--- config.mk ---
export PLATFORM = sky130hd
export DESIGN_NAME = seq_shifter
export DESIGN_NICKNAME = d
export VERILOG_FILES = /design/src/rtl/seq_shifter.sv
export SDC_FILE = /design/constraint.sdc
export NUM_CORES = 1
export LEC_CHECK = 0
export ABC_AREA = 1
export BUFFER_PORTS_ARGS = -buffer_cell sky130_fd_sc_hd__buf_4
export CORE_MARGIN = 3
export CORE_UTILIZATION = 25
export DETAILED_ROUTE_END_ITERATION = 6
export MAX_ROUTING_LAYER = met4
export PLACE_DENSITY = 0.51
export SLEW_MARGIN = 10
export SYNTH_ARGS = -nofsm -noshare
export SYNTH_HDL_FRONTEND = slang
export SYNTH_SLANG_ARGS = --single-unit
--- constraint.sdc ---
create_clock -name clk -period 1.3 [get_ports clk]
set_input_delay 0.26 -clock clk [delete_from_list [all_inputs] [get_ports clk]]
set_output_delay 0.26 -clock clk [all_outputs]
set_load 0.005 [all_outputs]
--- src/rtl/seq_shifter.sv ---
// Iterative one-bit-per-clock shifter with valid/ready handshakes on both sides.
// Optional macro SEQ_SHIFTER_ROTATE_EN turns the zero-filling shift into a rotate.
module seq_shifter #(
  parameter int WIDTH = 8,
  parameter int SHW   = 3
) (
  input  logic             clk,
  input  logic             rst_n,
  input  logic             in_valid,
  output logic             in_ready,
  input  logic [WIDTH-1:0] in,
  input  logic [SHW-1:0]   shift,
  input  logic             direction,
  output logic             out_valid,
  input  logic             out_ready,
  output logic [WIDTH-1:0] out,
  output logic             out_carry,
  output logic             busy
);

  typedef enum logic [1:0] {
    ST_IDLE  = 2'd0,
    ST_SHIFT = 2'd1,
    ST_DONE  = 2'd2
  } state_t;

  state_t           state_q, state_d;
  logic [WIDTH-1:0] data_q, data_d;
  logic [SHW-1:0]   cnt_q, cnt_d;
  logic             dir_q, dir_d;
  logic             carry_q, carry_d;
  logic             fill_s;
  logic             out_bit_s;

  always_ff @(posedge clk) begin
    if (!rst_n) begin
      state_q <= ST_IDLE;
      data_q  <= {WIDTH{1'b0}};
      cnt_q   <= {SHW{1'b0}};
      dir_q   <= 1'b0;
      carry_q <= 1'b0;
    end else begin
      state_q <= state_d;
      data_q  <= data_d;
      cnt_q   <= cnt_d;
      dir_q   <= dir_d;
      carry_q <= carry_d;
    end
  end

  // The bit leaving the register this step, and what enters the vacated end.
  always_comb begin
    out_bit_s = dir_q ? data_q[0] : data_q[WIDTH-1];
`ifdef SEQ_SHIFTER_ROTATE_EN
    fill_s = out_bit_s;
`else
    fill_s = 1'b0;
`endif
  end

  always_comb begin
    state_d = state_q;
    data_d  = data_q;
    cnt_d   = cnt_q;
    dir_d   = dir_q;
    carry_d = carry_q;
    case (state_q)
      ST_IDLE: begin
        if (in_valid) begin
          data_d  = in;
          cnt_d   = shift;
          dir_d   = direction;
          carry_d = 1'b0;
          if (shift == {SHW{1'b0}}) begin
            state_d = ST_DONE;
          end else begin
            state_d = ST_SHIFT;
          end
        end else begin
          state_d = ST_IDLE;
        end
      end
      ST_SHIFT: begin
        if (dir_q) begin
          data_d = {fill_s, data_q[WIDTH-1:1]};
        end else begin
          data_d = {data_q[WIDTH-2:0], fill_s};
        end
        carry_d = out_bit_s;
        cnt_d   = cnt_q - SHW'(1);
        if (cnt_q == SHW'(1)) begin
          state_d = ST_DONE;
        end else begin
          state_d = ST_SHIFT;
        end
      end
      ST_DONE: begin
        if (out_ready) begin
          state_d = ST_IDLE;
        end else begin
          state_d = ST_DONE;
        end
      end
      default: begin
        state_d = ST_IDLE;
      end
    endcase
  end

  assign in_ready  = (state_q == ST_IDLE);
  assign out_valid = (state_q == ST_DONE);
  assign busy      = (state_q == ST_SHIFT) || (state_q == ST_DONE);
  assign out       = data_q;
  assign out_carry = carry_q;

endmodule

==> impl_results.md, run 1 <==
* CTS tree: yes
* FF-to-FF setup slack at approximately 0.070 ns
* Clock transition at path regs at around 0.060 ns
* Num ports at 28
* P&R area growth vs syn at 40.87%
* Worst R2R End: out_carry
* First-pass DRT Iterations at 4
* Setup violations, final at 1
* Ant. Diodes at 0
* Synth Warn # at 0
* Worst setup SP type: register
* Initial antenna violation count at 0
* IO Port Bufs at 27
* Total grt overflow at 0
* Number of synthesized register bits at 15
* Run status: complete, but fails checks
* Worst hold path class: in2reg
* Clk buf depth at 2
* Worst setup path end: in_ready
* Leakage at ~0.7 nW
* GR met1 Demand/Resource at 0.1444
* Number of buffers created by CTS at 3
* Final Core Density at 0.3813
* DIE AREA at roughly 0.0046 sq mm
* M3 GR Usage at 0.02496
* Worst path max stage delay at roughly 0.4 ns
* Total of max-cap violations at 0
* Post-synthesis cell count at 154
* Pre-CTS setup slack at -0.02135 ns
* Vias per cell at around 4.3
* Failing checks: setup timing
* CTS root buffer: clkbuf_8
* Filler Cell Count at 400
* Crit-path cells: inv_4 > ha_4 > buf_6 > buf_6
* Layout Skew at 0.003537 ns
* Syn Nets at around 180
* Sequential Area at a little over 300 sq um
* Final Hold Viols at 0
* Antenna Nets Post-Route at 0
* Area contributors post-synth: dfxtp_1, nand2_1, inv_1, nand3_1, nor2_1
* Seq/Total Area, Yosys at 0.3175
* Clk_lat worst skew at between 0.2 and 0.25 ns
* Initial core utilization at 0.2707
* Crit path max fanout at 3
* Worst path arrival time at ~1.1 ns
* Worst Max-Slew Pin Slew at about 0.2 ns
* # rows at 21
* RSZ-0062 raised after global routing: yes
* First-pass GRT wire length at 4146 um
* CP Capture Type: output pin
* Post-synth cell types at 17
* Max transition margin at 0.8653
* Vias in the first global route at 995
* Share of cells above drive strength 1 at 0.2513
* Most used cell, CP: buf_6
* Post-route setup slack at -0.01161 ns
* Die X at about 68 um
* Max Fclk at about 760 MHz
* Total GRT Usage at 0.1218
* Top cell type by total area after synthesis: dfxtp_1
* Most Crowded Layer GR: met2
* Synthesized cell area at about 950 sq um
* Met2 Use GR at 0.2017
* H-tree depth at 1
* DRC viols at 0
* Fin crit share at 1.009
* Worst Reg2Reg Path Length in Cells at 7
* Detailed-route via count at ~1000
* Final estimated routing congestion in global placement at ~0.84
* WL/cell at approximately 11 um
* Max-slew violation count at 0
* Worst r2r src: state_q[0]
* Worst Path Required at between 1 and 1.5 ns
* Total Routed Length at 2478 um
* Core ar. at around 0.0035 sq mm
* Pin count of the biggest net entering global routing at 16
* Hold buffers post-CTS at 0
* Synth top area share at 0.3175
* HPWL Detailed at between 1500 and 2000 um
* Setup CP Type: reg2out
* Final Total Pwr at around 1.5 mW
* Clk sinks at 15
* P per Cell Area at between 1000 and 1500 mW/mm^2
* Minimum clock period after layout at approximately 1.3 ns
* Die Ht at around 68 um
* Crit-path slowest cell: dfxtp_4
* Multi-input gate area at approximately 540 sq um
* Fin nets at 210
* Initial DRC count at 39
* Worst setup path startpoint: state_q[0]
* Syn Area/Cell at ~6 sq um
* Worst VDD drop at 395.5 uV
## cell usage in the layout, fill, tap and decap left out, drive strengths merged, types with 4 or more instances in the layout
cell type	instances
nor2	22
a21oi	11
buf	34
nand3	18
inv	27
nand2	41
dfxtp	15
ha	6
o21ai	7
clkbuf	4
## logic make-up (layout without fill, tap and decap cells)
kind of cell / count (synthesis) / count (layout) / synth area share
AO/OA/AOI/OAI: 18 / 18 / 0.09523
adder cells (fa/ha/maj): 6 / 6 / 0.07936
buffers and inverters: 32 / 65 / 0.1376
flip-flops: 15 / 15 / 0.3175
AND/OR/NAND/NOR: 83 / 83 / 0.3704
## worst min-delay path by stage
stage | start | end | cells past startpoint
2_1_floorplan | rst_n | cnt_q[2] | 2
3_3_place_gp | cnt_q[2] | cnt_q[2] | 2
3_5_place_dp | cnt_q[2] | cnt_q[2] | 2
4_1_cts | in_valid | state_q[0] | 3
5_1_grt | direction | dir_q | 3
6_report | in_valid | state_q[0] | 3
## synthesized netlist by cell type, drive strengths merged
master,n
nand2,41
buf,4
nand3b,1
ha,6
nand3,18
o21ai,7
nor2,22
dfxtp,15
inv,27
a21oi,11
clkbuf,1
or2,1
## worst max-delay path, delay by kind of cell, from the launching register on
| family | cells | cell delay (ns) |
|---|---|---|
| fa+ha+maj | 1 | 0.16 |
| flops | 1 | 0.39 |
| buf+inv | 3 | 0.26 |
## report_power, final
part	internal [mW]	switching, mW
registers	0.520	0.0450
logic	0.259	0.273
clock network	0.217	0.161
## layout make-up
| class | count | area share |
|---|---|---|
| inverter | 27 | 0.07981 |
| sequential | 15 | 0.2282 |
| clock buffer | 4 | 0.03380 |
| multi-input combinational | 107 | 0.4056 |
| tap | 46 | 0.04319 |
| timing repair buffer | 34 | 0.2094 |
## state kept, by name, summed over array words and instances, names as in the netlist
| name | cells |
|---|---|
| out_carry | 1 |
| dir_q | 1 |
| cnt_q | 3 |
| state_q | 2 |
| out | 8 |
## metrics by stage
step,cells,setup TNS (ns),area (sq um),hold WS (ns)
after floorplan,154,0,945.9,0.3829
after global placement,229,-0.1599,1245,0.4493
after detailed placement,229,-0.07357,1245,0.4537
after CTS,233,-0.01208,1314,0.2868
after global routing,233,-0.1059,1333,0.3057
final,233,-0.01161,1333,0.3025
## routing by layer
metal	vias to the layer above	wire [um]
li1	535	-
met2	20	1228
met4	0	37
met3	4	96
met5	-	0
met1	442	1115
## timing repair
action / 4_1_cts / 5_1_grt
buffers inserted: 0 / 0
setup endpoints to repair: 13 / 15
pin swaps: 1 / 0
resized for setup: 7 / 5
gates cloned: 0 / 0
No activity file was read; power rests on OpenSTA's default activity.
==> inputs of run 2 (changes only) <==
- SETUP_SLACK_MARGIN: not set -> 0.2
==> impl_results.md, run 2 (synthesized netlist as in run 1, its figures left out) <==
* Clk sinks at 15
* Layout Skew at about 0.0016 ns
* Vias per cell at roughly 4.5
* Minimum clock period after layout at approximately 1.3 ns
* Worst Path Required at approximately 1.0 ns
* Initial core utilization at 0.2707
* Crit-path cells: inv_4 > ha_4 > buf_6
* Clock transition at path regs at roughly 0.070 ns
* Max-slew violation count at 0
* CTS root buffer: clkbuf_8
* First-pass GRT wire length at roughly 4300 um
* Clk buf depth at 2
* Setup TNS at 0 ns
* P&R area growth vs syn at 66.14%
* Detailed-route via count at 1091
* Crit path max fanout at 3
* Share of cells above drive strength 1 at 0.4205
* Initial antenna violation count at 0
* Worst VDD drop at about 740 uV
* Clk_lat worst skew at ~0.25 ns
* Die X at 67.51 um
* Total of max-cap violations at 0
* Final Core Density at 0.4497
* DIE AREA at 0.004558 sq mm
* Fin crit share at 0.9729
* P per Cell Area at around 1100 mW/mm^2
* Placed Cells at about 220
* First-pass DRT Iterations at 5
* Total grt overflow at 0
* Worst setup SP type: register
* Commonest non-fill, non-tap cell in the layout: nand2_1
* Layout Cells excl Fill at about 240
* Setup violations, final at 0
* Vias in the first global route at 986
* Most frequent cells in the layout: nand2_1, buf_4, inv_1
* Max transition margin at 0.7769
* DRC viols at 0
* Run status: finished clean
* Die Ht at roughly 68 um
* H-tree depth at 1
* Pin count of the biggest net entering global routing at 16
* Max Fclk at about 800 MHz
* Worst Max-Slew Pin Slew at about 0.33 ns
* Worst hold path class: in2reg
* Leakage at 0.7646 nW
* CP Capture Type: output pin
* WL/cell at 11.30 um
* Number of buffers created by CTS at 3
* # rows at 21
* Fin nets at 218
* Filler Cell Count at 346
* Antenna Nets Post-Route at 0
* Initial DRC count at 81
* Hold buffers post-CTS at 0
* RSZ-0062 raised after global routing: yes
* Num ports at 28
* Final Hold Viols at 0
* Hold Slack at between 0.2 and 0.3 ns
* CP delay by family, top: flip-flops
* IO Port Bufs at 27
* Total Routed Length at about 2700 um
* Crit-path slowest cell: dfxtp_4
* Core ar. at 0.003495 sq mm
* Bufs and invs on worst path at 2
* Worst path max stage delay at 0.38 ns
* Setup CP Type: reg2out
* Worst path arrival time at 1.00 ns
* Max reg flops at 8
* Total GRT Usage at 0.1270
* HPWL Detailed at about 1900 um
* Final estimated routing congestion in global placement at just over 0.8
* CTS tree: yes
* Ant. Diodes at 0
[run 2: cell types whose count changed in the layout (fill, tap and decap cells not counted), moves of 4 or more]
cell and delta:
nor2_2 +7, o21ai_2 +4, nor2_1 -11, o21ai_0 -7
nor2_4 +4
[run 2: routing by layer]
metal  GRT usage  up-vias  routed length (um)
met1      0.1632      484                1120
met4     0.04557        0                  42
met2      0.1932       44                1366
li1            -      557                   -
met5           -        -                   0
met3     0.02995        6                 193
[run 2: repair_timing]
item                                    4_1_cts  5_1_grt
endpoints found under the setup margin       16       18
setup buffers                                 4        6
cloned                                        3        0
resized for setup                            31       24
pin swaps                                     6        7
[run 2: final cells by class]
type | count | area, sq um | share of cell area
clock buffers | 3 | 41.29 | 0.02627
clock inverters | 1 | 5.005 | 0.003185
inverters | 27 | 118.9 | 0.07564
multi-input cells | 109 | 693.2 | 0.4411
flip-flops and latches | 15 | 307.8 | 0.1959
well taps | 46 | 57.56 | 0.03662
repair buffers | 39 | 336.6 | 0.2142
repair inverters | 1 | 11.26 | 0.007166
[run 2: worst reg2reg max path, cell delays in order (launching register included)]
cell     delay [ns]
dfxtp_4        0.37
inv_4          0.05
ha_4           0.18
buf_12         0.13
nand2_8        0.08
nand2_8        0.10
inv_8          0.10
nor2_2         0.04
a21oi_1        0.13
[run 2: path summary, 6_finish.rpt]
kind	start	end	slack, ns	depth (start not counted)
max	state_q[0]	busy	0.04	3
min	direction	dir_q	0.28	3
max reg2reg	state_q[1]	out[5]	0.06	8
min reg2reg	cnt_q[2]	cnt_q[2]	0.46	2
[run 2: report_power, final]
group | internal [mW] | total [mW] | switching (mW)
Sequential | 0.519 | 0.571 | 0.0519
Combinational | 0.349 | 0.729 | 0.380
Clock | 0.212 | 0.389 | 0.176
Total | 1.08 | 1.69 | 0.609
[run 2: stage by stage]
step | cell area [sq um] | power, mW | setup WS (ns)
2_1_floorplan | 987.2 | 0.8945 | 0.1902
3_3_place_gp | 1230 | 1.072 | 0.06797
3_5_place_dp | 1230 | 1.073 | 0.03364
4_1_cts | 1454 | 1.615 | 0.02789
5_1_grt | 1572 | 1.816 | 0.001092
6_report | 1572 | 1.688 | 0.03529
==> inputs of run 3 (changes only) <==
- CTS_BUF_LIST: not set -> sky130_fd_sc_hd__clkbuf_16
- SETUP_SLACK_MARGIN: 0.2 -> not set
==> impl_results.md, run 3 (synthesized netlist as in run 1, its figures left out) <==
* Fin crit share at 0.9986
* Max transition margin at 0.8648
* Final estimated routing congestion in global placement at between 0.8 and 0.9
* Setup CP Type: reg2out
* Max reg flops at 8
* CTS tree: yes
* Worst setup SP type: register
* DIE AREA at 0.004558 sq mm
* Crit-path cells: inv_4 > ha_4 > buf_6 > buf_6
* Crit-path slowest cell: dfxtp_4
* Worst path arrival time at between 1 and 1.5 ns
* Vias per cell at between 4 and 5
* Clk_lat worst skew at between 0.2 and 0.25 ns
* Run status: finished clean
* First-pass GRT wire length at between 4000 and 5000 um
* Layout Skew at about 0.0011 ns
* Cell area after layout at roughly 0.0014 sq mm
* Post-route setup slack at 0.001799 ns
* Ant. Diodes at 0
* Layout Cells excl Fill at between 200 and 250
* Worst hold path class: in2reg
* Commonest non-fill, non-tap cell in the layout: nand2_1
* Final Total Pwr at approximately 1.7 mW
* P&R area growth vs syn at 44.05%
* Clk sinks at 15
* Most used cell, CP: buf_6
* Most frequent cells in the layout: nand2_1, buf_4, inv_1
* CP Capture Type: output pin
* Setup violations, final at 0
* Die X at 67.51 um
* Antenna Nets Post-Route at 0
* Hold buffers post-CTS at 0
* Share of cells above drive strength 1 at 0.2513
* Worst Path Required at 1.04 ns
* FF-to-FF setup slack at 0.07 ns
* Final Hold Viols at 0
* Initial core utilization at 0.2707
* # rows at 21
* Max-slew violation count at 0
* Leakage at 0.7104 nW
* Placed Cells at ~230
* Max Fclk at 770.3 MHz
* Total Routed Length at about 2500 um
* WL/cell at 10.58 um
* Num ports at 28
* IO Port Bufs at 27
* Clock transition at path regs at about 0.050 ns
* Detailed-route via count at roughly 1000
* Clk buf depth at 2
* Postcts setup bufs at 0
* Pin count of the biggest net entering global routing at 16
* H-tree depth at 1
* Total GRT Usage at 0.1232
* Pre-CTS setup slack at -0.02135 ns
* Vias in the first global route at around 990
* CTS root buffer: clkbuf_16
* P per Cell Area at 1237 mW/mm^2
* Total of max-cap violations at 0
* DRC viols at 0
* HPWL Detailed at roughly 1900 um
* Number of buffers created by CTS at 3
* Final Core Density at 0.3899
* Minimum clock period after layout at around 1.3 ns
* First-pass DRT Iterations at 4
* Total grt overflow at 0
* RSZ-0062 raised after global routing: yes
* Initial DRC count at 54
* Worst path max stage delay at ~0.38 ns
* Initial antenna violation count at 0
* Worst Max-Slew Pin Slew at slightly above 0.2 ns
* Fin nets at 210
* Placed instance area at 0.001245 sq mm
* Die Ht at 67.51 um
* Core ar. at approximately 0.0035 sq mm
* Crit path max fanout at 3
* Worst VDD drop at roughly 560 uV
-- run 3: metrics by stage --
| step | hold slack, ns | TNS, ns |
|---|---|---|
| final | 0.3085 | 0 |
| after global routing | 0.3149 | -0.04849 |
| after CTS | 0.2962 | 0 |
| after detailed placement | 0.4537 | -0.07357 |
| after global placement | 0.4493 | -0.1599 |
| after floorplan | 0.3829 | 0 |
-- run 3: layout make-up --
class / count / area [sq um]
well taps: 46 / 57.56
clock inverters: 1 / 3.754
multi-input cells: 107 / 540.5
fillers: 398 / 2132
flip-flops and latches: 15 / 304.0
repair buffers: 34 / 275.3
clock buffers: 3 / 75.07
inverters: 27 / 106.4
-- run 3: repair_timing --
item | 4_1_cts | 5_1_grt
setup endpoints to repair | 13 | 14
resized for setup | 7 | 4
endpoints found under the hold margin | 0 | 0
pin swaps | 1 | 0
-- run 3: report_power, final --
group | internal (mW) | total [mW] | switching (mW) | leakage (nW)
sequential | 0.521 | 0.565 | 0.0444 | 0.125
combinational | 0.255 | 0.527 | 0.272 | 0.543
clock | 0.407 | 0.593 | 0.185 | 0.0423
total | 1.18 | 1.68 | 0.502 | 0.710
-- run 3: per-layer routing --
layer,wire (um),GRT usage,up-vias
li1,-,-,538
met3,90,0.02496,2
met2,1239,0.2053,18
met4,25,0.04557,0
met5,0,-,-
met1,1109,0.1454,449
-- run 3: worst max-delay path: cells and delay by family (launching register included) --
| kind | cells | cell delay, ns |
|---|---|---|
| buffers and inverters | 3 | 0.26 |
| adder cells (fa/ha/maj) | 1 | 0.16 |
| flip-flops | 1 | 0.38 |
-- run 3: final timing paths --
check	depth (start not counted)	to	from
worst max-delay path	4	in_ready	state_q[0]
worst min-delay path	3	dir_q	direction
worst max register to register	7	out_carry	state_q[0]
worst min register to register	2	cnt_q[2]	cnt_q[2]
